### src/rtl/sync_fifo.sv
// sync_fifo: single-clock byte FIFO with registered read data and occupancy counter.
// Define SYNC_FIFO_ERR_FLAGS_EN to add sticky overflow/underflow outputs.
module sync_fifo #(
   parameter int DATA_W = 8,
   parameter int DEPTH  = 8,
   parameter int ADDR_W = 3,
   parameter int CNT_W  = 8
) (
   input  logic              clk,
   input  logic              reset,
   input  logic [DATA_W-1:0] in,
   output logic [DATA_W-1:0] out,
   input  logic              we,
   input  logic              re,
   output logic              empty,
   output logic              full,
   output logic [CNT_W-1:0]  counter
`ifdef SYNC_FIFO_ERR_FLAGS_EN
   ,
   output logic              overflow,
   output logic              underflow
);
`else
);
`endif
   logic [DATA_W-1:0] mem [DEPTH];
   logic [ADDR_W-1:0] wr_ptr, rd_ptr;
   logic              wr_ok, rd_ok;
   assign empty = counter == '0;
   assign full  = counter == CNT_W'(DEPTH);
   assign rd_ok = re & ~empty;
   // a write into a full FIFO is accepted only when a read frees a slot in the same cycle
   assign wr_ok = we & (~full | rd_ok);
   always_ff @(posedge clk)
      if (wr_ok) mem[wr_ptr] <= in;
   always_ff @(posedge clk) begin
      if (!reset) begin
         wr_ptr  <= '0;
         rd_ptr  <= '0;
         counter <= '0;
         out     <= '0;
      end else begin
         if (wr_ok) wr_ptr <= wr_ptr + ADDR_W'(1);
         if (rd_ok) begin
            rd_ptr <= rd_ptr + ADDR_W'(1);
            out    <= mem[rd_ptr];
         end
         counter <= (wr_ok & ~rd_ok) ? counter + CNT_W'(1) :
                    (rd_ok & ~wr_ok) ? counter - CNT_W'(1) : counter;
      end
   end
`ifdef SYNC_FIFO_ERR_FLAGS_EN
   always_ff @(posedge clk) begin
      if (!reset) begin
         overflow  <= 1'b0;
         underflow <= 1'b0;
      end else begin
         if (we & full & ~re) overflow <= 1'b1;
         if (re & empty) underflow <= 1'b1;
      end
   end
`endif
endmodule

### config.mk
export PLATFORM = sky130hd
export DESIGN_NAME = sync_fifo
export DESIGN_NICKNAME = d
export VERILOG_FILES = /design/src/rtl/sync_fifo.sv
export SDC_FILE = /design/constraint.sdc
export NUM_CORES = 1
export LEC_CHECK = 0
export CORE_ASPECT_RATIO = 1.75
export CORE_MARGIN = 1
export CORE_UTILIZATION = 45
export DETAILED_ROUTE_END_ITERATION = 6
export PLACE_DENSITY = 0.73
export SLEW_MARGIN = 10
export SYNTH_ARGS = -nofsm -noshare
export SYNTH_HDL_FRONTEND = slang
export SYNTH_SLANG_ARGS = --single-unit
export TNS_END_PERCENT = 30
### constraint.sdc
create_clock -name clk -period 4.9 [get_ports clk]
set_input_delay 1.47 -clock clk [delete_from_list [all_inputs] [get_ports clk]]
set_output_delay 1.47 -clock clk [all_outputs]
set_load 0.03 [all_outputs]
==> results of run 1 <==
## layer usage
layer | vias up | routed length (microns)
li1 | 985 | -
met1 | 1024 | 2790
met2 | 70 | 3420
met3 | 18 | 272
met4 | 0 | 243
met5 | - | 0
## metrics by stage
stage | setup slack, ns | cells | util (%) | hold slack [ns] | total power, mW
6_report | 0.896 | 366 | 55.2 | 0.497 | 2.54
2_1_floorplan | 1.26 | 238 | - | 0.555 | 1.62
5_1_grt | 0.606 | 366 | 55.2 | 0.509 | 2.67
3_5_place_dp | 0.583 | 350 | 51.3 | 0.488 | 1.85
3_3_place_gp | 0.753 | 350 | 51.3 | 0.480 | 1.83
4_1_cts | 0.928 | 366 | 55.2 | 0.503 | 2.56
## cells in the final DEF, fill, tap and decap left out, drive strengths merged, types with 2 or more instances in the layout
cell            n
ha              9
a21o            2
nor2b           4
o21ai           4
clkbuf          9
xnor2           3
and2            7
mux2i          12
nor2            9
buf             5
xor2            5
dfxtp          22
mux4           16
and3            4
a2bb2oi         2
nand2b          3
inv             8
clkdlybuf4s50  29
edfxtp         64
o211a           8
nor3            6
nand3           3
nand2          19
a21oi           6
clkinv          2
a31oi           2
## cell usage after synthesis (4+ instances only)
library cell	n
sky130_fd_sc_hd__edfxtp_1	64
sky130_fd_sc_hd__dfxtp_1	22
sky130_fd_sc_hd__nand2_1	19
sky130_fd_sc_hd__mux2i_1	12
sky130_fd_sc_hd__ha_1	9
sky130_fd_sc_hd__mux4_2	9
sky130_fd_sc_hd__nor2_1	9
sky130_fd_sc_hd__o211a_1	8
sky130_fd_sc_hd__and2_1	7
sky130_fd_sc_hd__mux4_1	7
sky130_fd_sc_hd__a21oi_1	6
sky130_fd_sc_hd__clkbuf_1	5
sky130_fd_sc_hd__inv_1	5
sky130_fd_sc_hd__nor3_1	5
sky130_fd_sc_hd__xor2_1	5
sky130_fd_sc_hd__and3_1	4
sky130_fd_sc_hd__nor2b_1	4
sky130_fd_sc_hd__o21ai_0	4
## cell type report
class / instances / area share (%)
well taps: 90 / 2.56
inverters: 5 / 0.427
multi-input cells: 135 / 28.7
repair buffers: 34 / 7.45
flip-flops and latches: 86 / 53.7
clock inverters: 7 / 2.08
clock buffers: 9 / 5.12
## power breakdown
group | switching (mW) | internal [mW] | leakage (nW)
clock | 0.298 | 0.407 | 0.151
sequential | 0.118 | 0.864 | 0.763
combinational | 0.437 | 0.418 | 0.673
## path summary, 6_finish.rpt
path                   start         end  cells after the start
setup / recovery          re  counter[6]                     11
hold / removal        out[4]      out[4]                      1
setup reg to reg  counter[2]  counter[6]                     10
hold reg to reg       out[4]      out[4]                      1
## sequential cells by signal, summed over array words and instances, names as in the netlist
register / flops
mem: 64
rd_ptr: 3
wr_ptr: 3
out: 8
counter: 8
## cell families (layout without fill, tap and decap cells)
family                   count (synthesis)  in the layout  share of synthesized area, %
XOR/XNOR                                 8              8                          1.88
buffers and inverters                   17             55                          2.73
flip-flops                              86             86                          63.5
adder cells (fa/ha/maj)                 10             10                          3.57
AO/OA/AOI/OAI                           29             29                          5.96
multiplexers                            28             28                          13.6
AND/OR/NAND/NOR                         60             60                          8.71
==> metrics, run 1 <==
status=finished, violations left; violations in the final reports=DRC; Max transition margin=25.3%; Worst-path clk slew=0.07 ns; Initial Util=46.7%; antenna violations before repair=0; hold violation count in the final report=0; area taken by flip-flops and latches=0.00236 sq mm; FF+latch count, synth=86; Detailed Routing Iterations Pass 1=6; Max IR drop VDD=223 uV; vias after detailed routing=2097; Critical Path RT=5.16 ns; kind of start point of the critical path=primary input; Fill cells=648; total clock buffers created by CTS=9; later-pin clock latency in the skew report=0.34 ns; delay of the slowest cell on the worst path=0.46 ns; final WL=6730 microns; vertical die dimension=122 microns; # hold bufs at CTS=0; met1 Track Usage GR=19.6%; setup total negative slack=0 ns; Crit path buffers/inverters=3; data arrival time of the critical path=4.27 ns; dpl hpwl=4450 microns; post-CTS setup buffer count=0; DRC violation count after routing=9; standard cell core area=0.00796 sq mm; DP Area=0.00408 sq mm; Antenna Violating Nets Remaining=0; cells resized by post-CTS repair=0; yosys synthesis warning count=0; Crit. End Element=flop; Synth top area share=51.7%; largest driver fanout on the critical path=7; clk sink count=86; delay-heaviest family, CP=compound AO/OA/AOI/OAI gates; number of global-route vias before repair=2057; antenna cells=0; Max Cap Violations=0; total global-route track usage=17.1%; clock tree root buffer cell=sky130_fd_sc_hd__clkbuf_16; layout overhead on the synthesized area=18.3%; Power Dens Cells=578 mW/mm^2; detail-routed net length per standard cell=18.4 microns; leading area contributor after synthesis=sky130_fd_sc_hd__edfxtp_1; CP cell instances=clkdlybuf4s50_1 > inv_1 > a41oi_2 > ha_1 > inv_1 > fa_1 > a21o_1 > a21oi_1 > a2bb2oi_1 > nand4_1 > o211ai_1; Syn Std Cell Area=0.00372 sq mm; number of H-tree levels=3; slowest stage cell, crit path=sky130_fd_sc_hd__clkdlybuf4s50_1; Net Count, Synth=260; clock tree from TritonCTS=built; wire length of the first global-routing pass=10700 microns; number of input and output port buffers inserted=29; fraction of layout instances using a drive strength above 1=12.3%; number of max-slew violations in the final report=0; measured slew at the worst slew-check pin=1.12 ns; met3 Resource Use GR=4.19%; final worst-path cycle share=81.7%; DRT iter0 DRCs=112; routability-driven placement congestion ratio=0.795; Site Rows=43; number of enable flip-flop cells after synthesis=64; Final Skew=0.00733 ns; classification of the worst setup path=in2reg; dominant register cell in the synthesized netlist=sky130_fd_sc_hd__edfxtp_1; maximum number of pins on one net before global-route repair=28; Die Wd=70.7 microns; post-synthesis sequential area ratio=63.5%; achievable clock frequency=250 MHz; floorplan die area=0.00865 sq mm; global routing's busiest layer=met2; reg-to-reg slack, setup=1.90 ns; class of the tightest hold or removal check=reg2reg; proportion of synthesized flip-flops having asynchronous set or reset=0%; total area of multi-input combinational cells=0.00126 sq mm; Nets=293; clock period minus final worst setup slack=4.00 ns; synthesized area per cell=15.6 sq um; grt total ovfl=0; GRT met2 Usage=28.7%; post-route cell area=0.00440 sq mm; Synth area leaders=sky130_fd_sc_hd__edfxtp_1 (52%), sky130_fd_sc_hd__dfxtp_1 (12%), sky130_fd_sc_hd__mux4_2 (5.5%); number of top-level pins=30; most used cell, CP=sky130_fd_sc_hd__inv_1; maximum buffer depth of the clock tree=2; synthesized instance count=238; leakage power summed over all cells=1.59 nW; Yosys cell types=41; final setup vio count=0; detail-routed via count per cell=5.73; unrepaired setup endpoints after global routing=false
(Power assumes the default switching activity.)
==> inputs of run 2 (changes only) <==
Settings changed: PLACE_DENSITY 0.73 to 0.76.
Clock period 4.9 ns to 3.6 ns, I/O delays scaled along.
==> metrics, run 2 (same netlist as run 1, synthesis figures left out) <==
wire length of the first global-routing pass=10300 microns (-4.1%); status=finished, violations left; setup total negative slack=0 ns (unchanged); timing endpoint of the critical path=counter[6]; Register-to-Register Path Depth=11 (+1); detail-routed net length per standard cell=17.2 microns (-6.5%); Nets=303 (+3.4%); classification of the worst setup path=in2reg; clock tree from TritonCTS=built; hold-critical path depth=1 (unchanged); slowest stage cell, crit path=sky130_fd_sc_hd__clkdlybuf4s50_1; antenna cells=0 (unchanged); Worst R2R Start=counter[2]; launching instance or port of the critical path=re; total global-route track usage=17.0% (-0.11 points); Initial Util=46.7% (unchanged); maximum buffer depth of the clock tree=2 (unchanged); power share of the clock group=24.9% (-2.8 points); Worst-path clk slew=0.06 ns (about the same); measured slew at the worst slew-check pin=0.952 ns (-0.167 ns); area taken by flip-flops and latches=0.00236 sq mm (unchanged); Max IR drop VDD=409 uV (+83%); clk sink count=86 (unchanged); Power Dens Cells=755 mW/mm^2 (+31%); Fill cells=630 (-2.8%); reg-to-reg slack, setup=0.85 ns (-1.05 ns); number of global-route vias before repair=2072 (+0.73%); post-route cell area=0.00442 sq mm (+0.57%); class of the tightest hold or removal check=reg2reg; biggest registers after layout=mem x64, counter x8, out x8; number of top-level pins=30 (unchanged); # hold bufs at CTS=0 (unchanged); leakage power summed over all cells=1.62 nW (+1.8%); Die Wd=70.7 microns (unchanged); floorplan die area=0.00865 sq mm (unchanged); post-placement setup slack=-0.0259 ns (-0.609 ns); Antenna Violating Nets Remaining=0 (unchanged); Power Internal=2.23 mW (+32%); layout overhead on the synthesized area=19.0%; number of max-slew violations in the final report=0 (unchanged); hold violation count in the final report=0 (unchanged); clock period minus final worst setup slack=3.24 ns; vias after detailed routing=2096 (-0.048%); Largest Register=mem; total clock buffers created by CTS=9 (unchanged); most frequent standard cell in the layout excluding fill and tap cells=sky130_fd_sc_hd__edfxtp_1; DP Area=0.00416 sq mm (+1.8%); most used cell, CP=sky130_fd_sc_hd__inv_1; number of input and output port buffers inserted=29 (unchanged); later-pin clock latency in the skew report=0.34 ns (about the same); Final Skew=0.00581 ns (-0.00152 ns); post-CTS setup buffer count=0 (unchanged); Max Cap Violations=0 (unchanged); maximum number of pins on one net before global-route repair=20 (-29%); final setup vio count=0 (unchanged); largest driver fanout on the critical path=7 (unchanged); final WL=6460 microns (-3.9%); delay of the slowest cell on the worst path=0.45 ns (about the same); fraction of layout instances using a drive strength above 1=14.3% (+2.0 points); total area of multi-input combinational cells=0.00126 sq mm (unchanged); CP cell instances=clkdlybuf4s50_1 > inv_1 > a41oi_2 > ha_1 > inv_1 > fa_1 > a21o_1 > a21oi_1 > a2bb2oi_1 > nand4_1 > o211ai_1; reg-to-reg endpoint=counter[6]; combinational share of power=35.3% (+1.7 points); share of total power consumed by net switching=33.1% (-0.41 points); achievable clock frequency=309 MHz; detail-routed via count per cell=5.57 (-2.7%); antenna violations before repair=0 (unchanged); Crit. End Element=flop; standard cell core area=0.00796 sq mm (unchanged); cells resized by post-CTS repair=0 (unchanged); DRT iter0 DRCs=142 (+27%); violations in the final reports=DRC; routability-driven placement congestion ratio=0.837 (+5.3%); number of H-tree levels=3 (unchanged); Largest register FFs=64 (unchanged); Critical Path RT=3.87 ns (-1.29 ns); setup ws final=0.364 ns (-0.531 ns); switching component of the power=1.11 mW (+30%); Detailed Routing Iterations Pass 1=6 (unchanged); final worst-path cycle share=89.9%; clock tree root buffer cell=sky130_fd_sc_hd__clkbuf_16; data arrival time of the critical path=3.50 ns (-0.77 ns); post-route worst hold slack=0.497 ns (-0.000640 ns); dpl hpwl=4470 microns (+0.61%); Site Rows=43 (unchanged); Max transition margin=36.4% (+11 points); kind of start point of the critical path=primary input; most used cells in the layout excluding fill and tap cells=sky130_fd_sc_hd__edfxtp_1 (64), sky130_fd_sc_hd__clkdlybuf4s50_1 (29), sky130_fd_sc_hd__dfxtp_1 (22); DRC violation count after routing=11 (+2); grt total ovfl=0 (unchanged); unrepaired setup endpoints after global routing=false; vertical die dimension=122 microns (unchanged); Sequential Power Share=39.8% (+1.2 points)
-- run 2: worst max-delay path, delay by kind of cell --
kind            cells  cell delay, ns
compound gates      5            1.02
buf+inv             3            0.64
fa+ha+maj           2            0.61
simple gates        1            0.13
-- run 2: how the worst min path moves through the flow --
stage	start	end	slack [ns]
floorplan	wr_ptr[1]	wr_ptr[1]	0.55
global placement	out[3]	out[3]	0.48
detailed placement	out[4]	out[4]	0.49
CTS	out[4]	out[4]	0.50
global route	out[4]	out[4]	0.52
finish	out[6]	out[6]	0.50
-- run 2: metal layers --
metal	vias to the layer above	GRT usage (%)	wire, microns
li1	1009	-	-
met1	1027	16.2	2410
met2	50	32.0	3630
met3	10	4.93	282
met4	0	9.25	142
met5	-	0	0
-- run 2: layout make-up --
cell class,instances,area share [%]
clock buffer,11,5.26
clock inverter,5,0.764
inverter,5,0.424
multi-input combinational,135,28.5
sequential,86,53.4
tap,90,2.55
timing repair buffer,44,9.11
-- run 2: power groups by stage --
| stage | Combinational [mW] | Sequential, mW | Clock, mW |
|---|---|---|---|
| 3_5_place_dp | 1.18 | 1.36 | 0 |
| 6_report | 1.18 | 1.33 | 0.831 |
| 5_1_grt | 1.29 | 1.35 | 0.888 |
| 2_1_floorplan | 0.801 | 1.41 | 0 |
| 3_3_place_gp | 1.15 | 1.35 | 0 |
| 4_1_cts | 1.19 | 1.34 | 0.847 |
-- run 2: per-stage QoR --
stage	instances	util [%]	power, mW
floorplan	238	-	2.21
CTS	376	55.6	3.37
detailed placement	360	52.2	2.54
global placement	360	52.2	2.50
finish	376	55.6	3.34
global route	376	55.6	3.53
